===== config.mk =====
export PLATFORM = sky130hd
export DESIGN_NAME = id_ex_stage
export DESIGN_NICKNAME = d
export VERILOG_FILES = /design/src/rtl/pipeline_pkg.sv /design/src/rtl/load_use_hazard.sv /design/src/rtl/id_ex_stage.sv
export SDC_FILE = /design/constraint.sdc
export NUM_CORES = 1
export LEC_CHECK = 0
export BUFFER_PORTS_ARGS = -buffer_cell sky130_fd_sc_hd__buf_2
export CAP_MARGIN = 40
export CORE_MARGIN = 2
export CORE_UTILIZATION = 30
export DETAILED_ROUTE_END_ITERATION = 10
export PLACE_DENSITY = 0.59
export RECOVER_POWER = 50
export SYNTH_ARGS = -nofsm -noshare
export SYNTH_HDL_FRONTEND = slang
export SYNTH_SLANG_ARGS = --single-unit

===== constraint.sdc =====
create_clock -name clk -period 3 [get_ports clk]
set_input_delay 0.6 -clock clk [delete_from_list [all_inputs] [get_ports clk]]
set_output_delay 0.6 -clock clk [all_outputs]
set_load 0.005 [all_outputs]

===== src/rtl/pipeline_pkg.sv =====
// Shared pipeline definitions: control-word layout, ALUOp encodings and the
// hard-wired zero register index used by the ID/EX stage and its hazard logic.
package pipeline_pkg;

  // Width of the decoded control word travelling down the pipeline
  localparam int CTRL_W = 9;

  // Bit positions inside {RegWrite,MemtoReg,MemRead,MemWrite,Branch,ALUSrc,ALUOp[1:0],RegDst}
  localparam int CTRL_REGWRITE = 8;
  localparam int CTRL_MEMTOREG = 7;
  localparam int CTRL_MEMREAD  = 6;
  localparam int CTRL_MEMWRITE = 5;
  localparam int CTRL_BRANCH   = 4;
  localparam int CTRL_ALUSRC   = 3;
  localparam int CTRL_ALUOP_HI = 2;
  localparam int CTRL_ALUOP_LO = 1;
  localparam int CTRL_REGDST   = 0;

  // ALUOp field encodings
  typedef enum logic [1:0] {
    ALUOP_ADD   = 2'b00,
    ALUOP_SUB   = 2'b01,
    ALUOP_RTYPE = 2'b10
  } aluop_e;

  // Register 0 is hard-wired to zero and never creates a dependency
  localparam int REG_ZERO = 0;

  // Control word of a bubble: nothing written, nothing read, nothing branched
  function automatic logic [CTRL_W-1:0] bubble_ctrl();
    return '0;
  endfunction

endpackage


===== src/rtl/load_use_hazard.sv =====
// Load-use hazard detector. Flags the case where the instruction in EX is a
// valid load whose destination rt is a non-zero register that the instruction
// currently in ID reads (rs always, rt only when it is a real source).
module load_use_hazard
  import pipeline_pkg::*;
#(
  parameter int REG_AW = 5
) (
  input  logic              ex_MemRead,
  input  logic              ex_valid,
  input  logic [REG_AW-1:0] ex_rt,
  input  logic [REG_AW-1:0] id_rs,
  input  logic [REG_AW-1:0] id_rt,
  input  logic              id_uses_rt,
  output logic              hazard
);

  logic ex_is_load;
  logic rt_nonzero;
  logic rs_match;
  logic rt_match;

  assign ex_is_load = ex_valid & ex_MemRead;
  assign rt_nonzero = (ex_rt != REG_AW'(REG_ZERO));
  assign rs_match   = (ex_rt == id_rs);
  assign rt_match   = id_uses_rt & (ex_rt == id_rt);

  // Stall request: load in EX feeds a source operand of the instruction in ID
  always_comb begin
    hazard = ex_is_load & rt_nonzero & (rs_match | rt_match);
  end

endmodule


===== src/rtl/id_ex_stage.sv =====
// ID/EX pipeline register with integrated load-use hazard detection.
// Captures decoded control and operands from ID and presents them to EX.
// Update priority on each clock edge:
//   reset > hold (freeze) > flush (bubble) > hazard (bubble) > load from ID.
// A bubble clears the control word and valid; the data/index fields still
// load from ID because nothing downstream looks at them in a bubble.
// Optional feature: define IDEX_STATS_EN to add bubble_cnt / hold_cnt
// statistics outputs (32-bit, wrapping, cleared on reset).
module id_ex_stage
  import pipeline_pkg::*;
#(
  parameter int DATA_W = 32,
  parameter int REG_AW = 5
) (
  input  logic              clk,
  input  logic              reset,
  input  logic              hold,
  input  logic              flush,
  input  logic [CTRL_W-1:0] id_ctrl,
  input  logic              id_uses_rt,
  input  logic [DATA_W-1:0] id_pc4,
  input  logic [DATA_W-1:0] id_dataRs,
  input  logic [DATA_W-1:0] id_dataRt,
  input  logic [DATA_W-1:0] id_signExt,
  input  logic [REG_AW-1:0] id_rs,
  input  logic [REG_AW-1:0] id_rt,
  input  logic [REG_AW-1:0] id_rd,
  output logic [CTRL_W-1:0] ex_ctrl,
  output logic              ex_ALUSrc,
  output logic              ex_valid,
  output logic [DATA_W-1:0] ex_pc4,
  output logic [DATA_W-1:0] ex_dataRs,
  output logic [DATA_W-1:0] ex_dataRt,
  output logic [DATA_W-1:0] ex_signExt,
  output logic [REG_AW-1:0] ex_rs,
  output logic [REG_AW-1:0] ex_rt,
  output logic [REG_AW-1:0] ex_rd,
  output logic              pc_write,
  output logic              ifid_write,
  output logic              hazard
`ifdef IDEX_STATS_EN
  ,
  output logic [31:0]       bubble_cnt,
  output logic [31:0]       hold_cnt
`endif
);

  // EX-side register contents (stage p1 = one cycle after ID)
  logic [CTRL_W-1:0] ctrl_p1;
  logic              vld_p1;
  logic [DATA_W-1:0] pc4_p1;
  logic [DATA_W-1:0] data_rs_p1;
  logic [DATA_W-1:0] data_rt_p1;
  logic [DATA_W-1:0] sign_ext_p1;
  logic [REG_AW-1:0] rs_p1;
  logic [REG_AW-1:0] rt_p1;
  logic [REG_AW-1:0] rd_p1;

  logic hazard_p0;
  logic insert_bubble;
  logic advance;

  load_use_hazard #(
    .REG_AW (REG_AW)
  ) u_hazard (
    .ex_MemRead (ctrl_p1[CTRL_MEMREAD]),
    .ex_valid   (vld_p1),
    .ex_rt      (rt_p1),
    .id_rs      (id_rs),
    .id_rt      (id_rt),
    .id_uses_rt (id_uses_rt),
    .hazard     (hazard_p0)
  );

  // Hold freezes everything; otherwise flush or a load-use stall turn the
  // incoming instruction into a bubble.
  assign advance       = ~hold;
  assign insert_bubble = flush | hazard_p0;

  // Front-end stall: PC and IF/ID stop while a stall or a freeze is pending.
  // Flush does not stall the front end, but a coincident hazard still does.
  assign hazard     = hazard_p0;
  assign pc_write   = ~(hazard_p0 | hold);
  assign ifid_write = ~(hazard_p0 | hold);

  // ---- p0 -> p1 boundary: control word and valid ----
  // Control/valid register with bubble insertion
  always_ff @(posedge clk) begin
    if (reset) begin
      ctrl_p1 <= '0;
      vld_p1  <= 1'b0;
    end else if (advance) begin
      if (insert_bubble) begin
        ctrl_p1 <= bubble_ctrl();
        vld_p1  <= 1'b0;
      end else begin
        ctrl_p1 <= id_ctrl;
        vld_p1  <= 1'b1;
      end
    end
  end

  // Data and index register: bit-exact pass-through, loads whenever not frozen
  always_ff @(posedge clk) begin
    if (reset) begin
      pc4_p1      <= '0;
      data_rs_p1  <= '0;
      data_rt_p1  <= '0;
      sign_ext_p1 <= '0;
      rs_p1       <= '0;
      rt_p1       <= '0;
      rd_p1       <= '0;
    end else if (advance) begin
      pc4_p1      <= id_pc4;
      data_rs_p1  <= id_dataRs;
      data_rt_p1  <= id_dataRt;
      sign_ext_p1 <= id_signExt;
      rs_p1       <= id_rs;
      rt_p1       <= id_rt;
      rd_p1       <= id_rd;
    end
  end

  assign ex_ctrl    = ctrl_p1;
  assign ex_ALUSrc  = ctrl_p1[CTRL_ALUSRC];
  assign ex_valid   = vld_p1;
  assign ex_pc4     = pc4_p1;
  assign ex_dataRs  = data_rs_p1;
  assign ex_dataRt  = data_rt_p1;
  assign ex_signExt = sign_ext_p1;
  assign ex_rs      = rs_p1;
  assign ex_rt      = rt_p1;
  assign ex_rd      = rd_p1;

`ifdef IDEX_STATS_EN
  logic [31:0] bubble_cnt_q;
  logic [31:0] hold_cnt_q;

  // Statistics: bubbles loaded (not frozen cycles) and frozen cycles; both wrap
  always_ff @(posedge clk) begin
    if (reset) begin
      bubble_cnt_q <= '0;
      hold_cnt_q   <= '0;
    end else begin
      if (hold) begin
        hold_cnt_q <= hold_cnt_q + 32'd1;
      end else if (insert_bubble) begin
        bubble_cnt_q <= bubble_cnt_q + 32'd1;
      end
    end
  end

  assign bubble_cnt = bubble_cnt_q;
  assign hold_cnt   = hold_cnt_q;
`else
  // Statistics disabled: no counters are built.
`endif

endmodule


**Word level (Yosys, flattened, before mapping)**

Cells that the tools add are included.

- Output and inout port bits: 157
- Bits in registers: 153
- Input bits: 157
- Logic and storage cells: 22

- Mux-type cells: 2
- Bitwise operators: 8
- Reductions and logical operators: 1
- Eq/ne operators: 2

Operators by type and width:

| kind | count |
|---|---|
| equality test 5 bit | 2 |
| 2-to-1 mux 9 bit | 1 |
| nonzero test 5 bit | 1 |
| bitwise AND 1 bit | 4 |
| OR 1 bit | 3 |
| 2-to-1 mux 1 bit | 1 |
| inverter 1 bit | 1 |

**Logic depth before layout (Yosys ltp)**

- Word-level depth: 6
- Mapped depth: 6
- Gate-level depth less buffers: 4

**Modules after synthesis**

A second synthesis with hierarchy kept.

- Cell total of the unflattened synthesis: 525
- Area, all modules: 5625.4 um2

By module, submodules not included:

| module | area each (um2) | sequential area each (um2) | cells each | times used |
|---|---|---|---|---|
| id_ex_stage | 5491.5 | 3062.9 | 508 | 1 |
| load_use_hazard | 133.9 | 0.0 | 17 | 1 |

**Least setup slack after synthesis**

Ideal clock, no wire load.

- Path kind: in2out
- From: input id_rs[3]
- To: output pc_write
- Arrival time: 1523 ps
- Stages on the path: 6
- Path buffers: 2
- Slack: 877 ps
- Required time: 2400 ps
- Path through: xnor2_1 -> nand3_1 -> o22ai_1 -> buf_2 -> a21oi_2 -> buf_4

- Word-level cells in the longest chain between the ends: 5

RTL lines:

| what | line | RTL |
|---|---|---|
| from (decl) | id_ex_stage.sv:25 | `input logic [REG_AW-1:0] id_rs,` |
| equality test 5 bit | load_use_hazard.sv:25 | `assign rs_match = (ex_rt == id_rs);` |
| OR 1 bit | load_use_hazard.sv:30 | `hazard = ex_is_load & rt_nonzero & (rs_match \| rt_match);` |
| bitwise AND 1 bit | load_use_hazard.sv:30 |  |
| OR 1 bit | n/a |  |
| inverter 1 bit | n/a |  |
| to (decl) | id_ex_stage.sv:38 | `output logic pc_write,` |

No other way between the ends.

**Worst setup path in the final report**

- From: register rt_p1[0] (netlist: ex_rt[0])
- To: output ifid_write

- Word-level cells in the longest chain between the ends: 6
- Elaborated cells on any way between the ends: 9
- Those cells by class: eq/ne: 2; bitwise: 6; reduce/logical: 1

RTL lines:

| what | line | RTL |
|---|---|---|
| from (decl) | id_ex_stage.sv:56 | `logic [REG_AW-1:0] rt_p1;` |
| from (signal assigned) | id_ex_stage.sv:119 | `rt_p1 <= id_rt;` |
| equality test 5 bit | load_use_hazard.sv:26 | `assign rt_match = id_uses_rt & (ex_rt == id_rt);` |
| bitwise AND 1 bit | load_use_hazard.sv:26 |  |
| OR 1 bit | load_use_hazard.sv:30 |  |
| bitwise AND 1 bit * | load_use_hazard.sv:30 |  |
| OR 1 bit * | id_ex_stage.sv:84 | `assign ifid_write = ~(hazard_p0 \| hold);` |
| inverter 1 bit * | id_ex_stage.sv:84 |  |
| to (decl) | id_ex_stage.sv:39 | `output logic ifid_write,` |

Mark *: on every way between the ends. The rest lies on a longest branch, timed or not.

==> metrics list <==
- Leading cell types in the layout, fill and taps excluded: buf_2, dfxtp_1, mux2i_1, nor2_1, clkbuf_16
- Final critical delay including setup and external delays: 2.604 ns
- During I/O placement, the number of pins put on the boundary was 314.
* Sequential fraction of the synthesis area: 0.5477
- FILL cells: 1,845
* Fraction of registers with async set or reset after synthesis: 0
* Element type at the critical path start: register
- Count of unresolved DRC violations after routing: 0
- The run finished, with violations left.
- Layout cell share with drive strength beyond 1: 0.4254
- Setup Skew: 0.004044 ns
- TritonCTS clock tree: done
- Number of nets produced by synthesis: 688
- Power share of the combinational group: 0.114
- Once detailed placement completed, the half-perimeter wirelength came to 10,700 um.
- Area Overhead vs Synth: 41.57%
* Fraction of the core area covered by cells at the end of the flow: 0.4363
- Portion of the clock cycle consumed by the worst path in the final layout: 0.8681
- Clk pin slew, worst setup/hold paths: 0.07 ns
- VDD sags by at most 0.0003492 V.
- The internal power of the cells totals 0.003704 W.
- I/O Buffers: 313
- Among all flip-flop cells after synthesis, the most frequent one is dfxtp_1.
- In this run the clock root is driven by a clkbuf_16.
- Yosys mapped a number of flops with a built-in enable equal to 0.
* Classification of the worst-slack hold path: input pin to register
- The initial utilization of the core area, before any placement, comes to 0.3082.
- From bottom edge to top edge, the die measures 140.5 um.
- In the detailed route, the total length drawn on met3 is 1005 um.
- By startpoint and endpoint, the worst setup path is classified as register to output port.
- Part of the total power dissipated in the clock network: 0.436
- Headroom to the max-slew limit came out at -0.3336.
- Worst EP arrival: 2.00 ns
* Overall track demand over capacity in global routing: 0.1446
- Post-CTS repair timing setup buffer count: 0
* Drt wl/cell: 13.76 um
* Worst Reg2Reg Path Length in Cells: 5
- Quantity of gates resized following cts: 0
- Wire length of the first global-routing pass: 22,860 um
- Count of warnings emitted by yosys: 0
- The number of pins with negative max-slew slack in the final report was 61.
* Final ANT Viol Nets: 0
- Across all hold checks on the routed design, the worst slack comes to 0.4123 ns.
- Setup repair after global routing left no endpoint under its margin.
* Number of vias after detailed routing: 4,705
- At the end of routability-driven placement, the weighted congestion stood at 0.7720.
* Setup TNS: 0 ns
- At the end of the flow, the number of nets in the layout was 988.
- Setup violations remaining at the end of the flow were counted as 0.
* Number of placed instances with taps included: 1,041
- Top layer in use: met4
- Of the total power, registers draw 0.450.
- Metal-1 WL: 6334 um
- Pwr/cell area: 622.8 nW/um2
- The die covers 19,750 um2.
* Max Cap Viol: 1
- Static Leak: 4.189 nW
* Net switching power of the design: 0.001227 W
- The checks that failed: capacitance limit, slew limit.
* Maximum number of pins on one net before global-route repair: 83
- CTS built an H-tree with a depth of 4.
- Crit-path max FO: 11
- Non-filler cells, final: 1,074
* Length of routed met2 wiring: 7161 um
* Number of hold-slack violations in the final timing report: 0
* Worst skew pair latency: 0.41 ns
- Vias in the first global route: 4,497
* Count of cell types in the netlist: 26
- Worst hold path depth: 3
* Most common cell after layout, fill and taps aside: buf_2
* Clock sink count: 153
* GR Overflow Total: 0
* Violation count after the first detailed-route iteration: 216
- Tightest Pin Transition: 2.000 ns
- Number of buffers added by the clock tree synthesis step: 17
- Required time of the critical path: 2.40 ns
* Number of antenna violations at the first check in global routing: 1
- Detail-routed via count per cell: 4.381
* Detailed Routing Iterations Pass 1: 4
* Number of placement rows: 49
* Post-synthesis cell area: 5593 um2
- #FFs+latches synth: 153
* Placeable core region: 18,150 um2
* Switch share: 0.2488
* Number of buffers on the longest clock path: 2
- Averaged over all synthesized cells, the footprint is 10.53 um2.
- Wire length after detailed routing: 14,780 um
* Number of hold buffers added after CTS: 0
* Highest clock rate: 384.0 MHz
- In this run the horizontal extent of the chip is 140.5 um.
* Gate Count Post-Synth: 531
- The worst setup path is captured at an output port.
registers in the layout, summed over array words and instances (netlist names):
| signal | flops |
|---|---|
| ex_dataRs | 32 |
| ex_dataRt | 32 |
| ex_pc4 | 32 |
| ex_signExt | 32 |
| ex_ctrl | 9 |
| ex_rd | 5 |
| ex_rs | 5 |
| ex_rt | 5 |
| ex_valid | 1 |
power groups by stage:
stage	sequential, W	combinational, W	clock [W]
final	0.00222	0.000563	0.00215
after global routing	0.00223	0.000626	0.00231
after CTS	0.00222	0.000569	0.00221
after detailed placement	0.00226	0.000568	0
after global placement	0.00226	0.000561	0
after floorplan	0.00228	0.000272	0
cell usage after synthesis (2+ instances only):
| library cell | n | share of area |
|---|---|---|
| a32oi_1 | 9 | 0.014 |
| mux2i_1 | 143 | 0.26 |
| buf_1 | 2 | 0.0013 |
| xnor2_1 | 10 | 0.016 |
| o21ai_1 | 3 | 0.0027 |
| buf_4 | 3 | 0.0040 |
| o21ai_2 | 7 | 0.011 |
| nor2_1 | 143 | 0.096 |
| nand2_1 | 11 | 0.0074 |
| clkbuf_1 | 14 | 0.0094 |
| buf_2 | 19 | 0.017 |
| dfxtp_1 | 153 | 0.55 |
worst paths after layout:
path / from / to / slack, ns
max: ex_rt[0]$_SDFFE_PP0N_ / ifid_write / 0.40
min reg2reg: ex_ctrl[7]$_SDFFE_PP0N_ / ex_ctrl[7]$_SDFFE_PP0N_ / 0.47
min: id_dataRs[3] / ex_dataRs[3]$_SDFFE_PP0N_ / 0.41
max reg2reg: ex_rt[0]$_SDFFE_PP0N_ / ex_ctrl[1]$_SDFFE_PP0N_ / 1.43
routing by layer:
metal,up-vias,global-route usage
met5,-,0
met2,173,0.2397
met3,22,0.04581
met4,0,0.05737
li1,2377,-
met1,2133,0.1750
per-stage QoR:
step	setup WS (ns)	total power (W)	cell area [um2]
after floorplan	0.8765	0.002548	5593
after global placement	0.7771	0.002823	7341
after detailed placement	0.7734	0.002832	7368
after CTS	0.3655	0.005002	7961
after global routing	0.2853	0.005173	7918
final	0.3957	0.004931	7918
cell families after synthesis:
family,Yosys count,synth area share
AOI/OAI and AO/OA,23,0.03401
DFF,153,0.5477
and+or+nand+nor,160,0.1103
muxes,143,0.2559
xor gates and xnor gates,10,0.01566
buffers and inverters,42,0.03646
layout make-up:
class,instances,area [um2],share of cell area
multi-input combinational,336,2331,0.2944
inverter,2,7.507,0.0009482
timing repair buffer,321,1634,0.2064
clock buffer,17,425.4,0.05373
sequential,153,3063,0.3869
clock inverter,15,167.7,0.02118
antenna,1,2.502,0.0003161
tap,229,286.5,0.03619
worst max-delay path: stages (launching register included):
cell and delay [ns]:
dfxtp_1 0.36, or4_1 0.57, o211ai_2 0.16, buf_4 0.20
inv_2 0.05, a21oi_2 0.13, buf_2 0.13
Power figures use the tool's default switching activity.
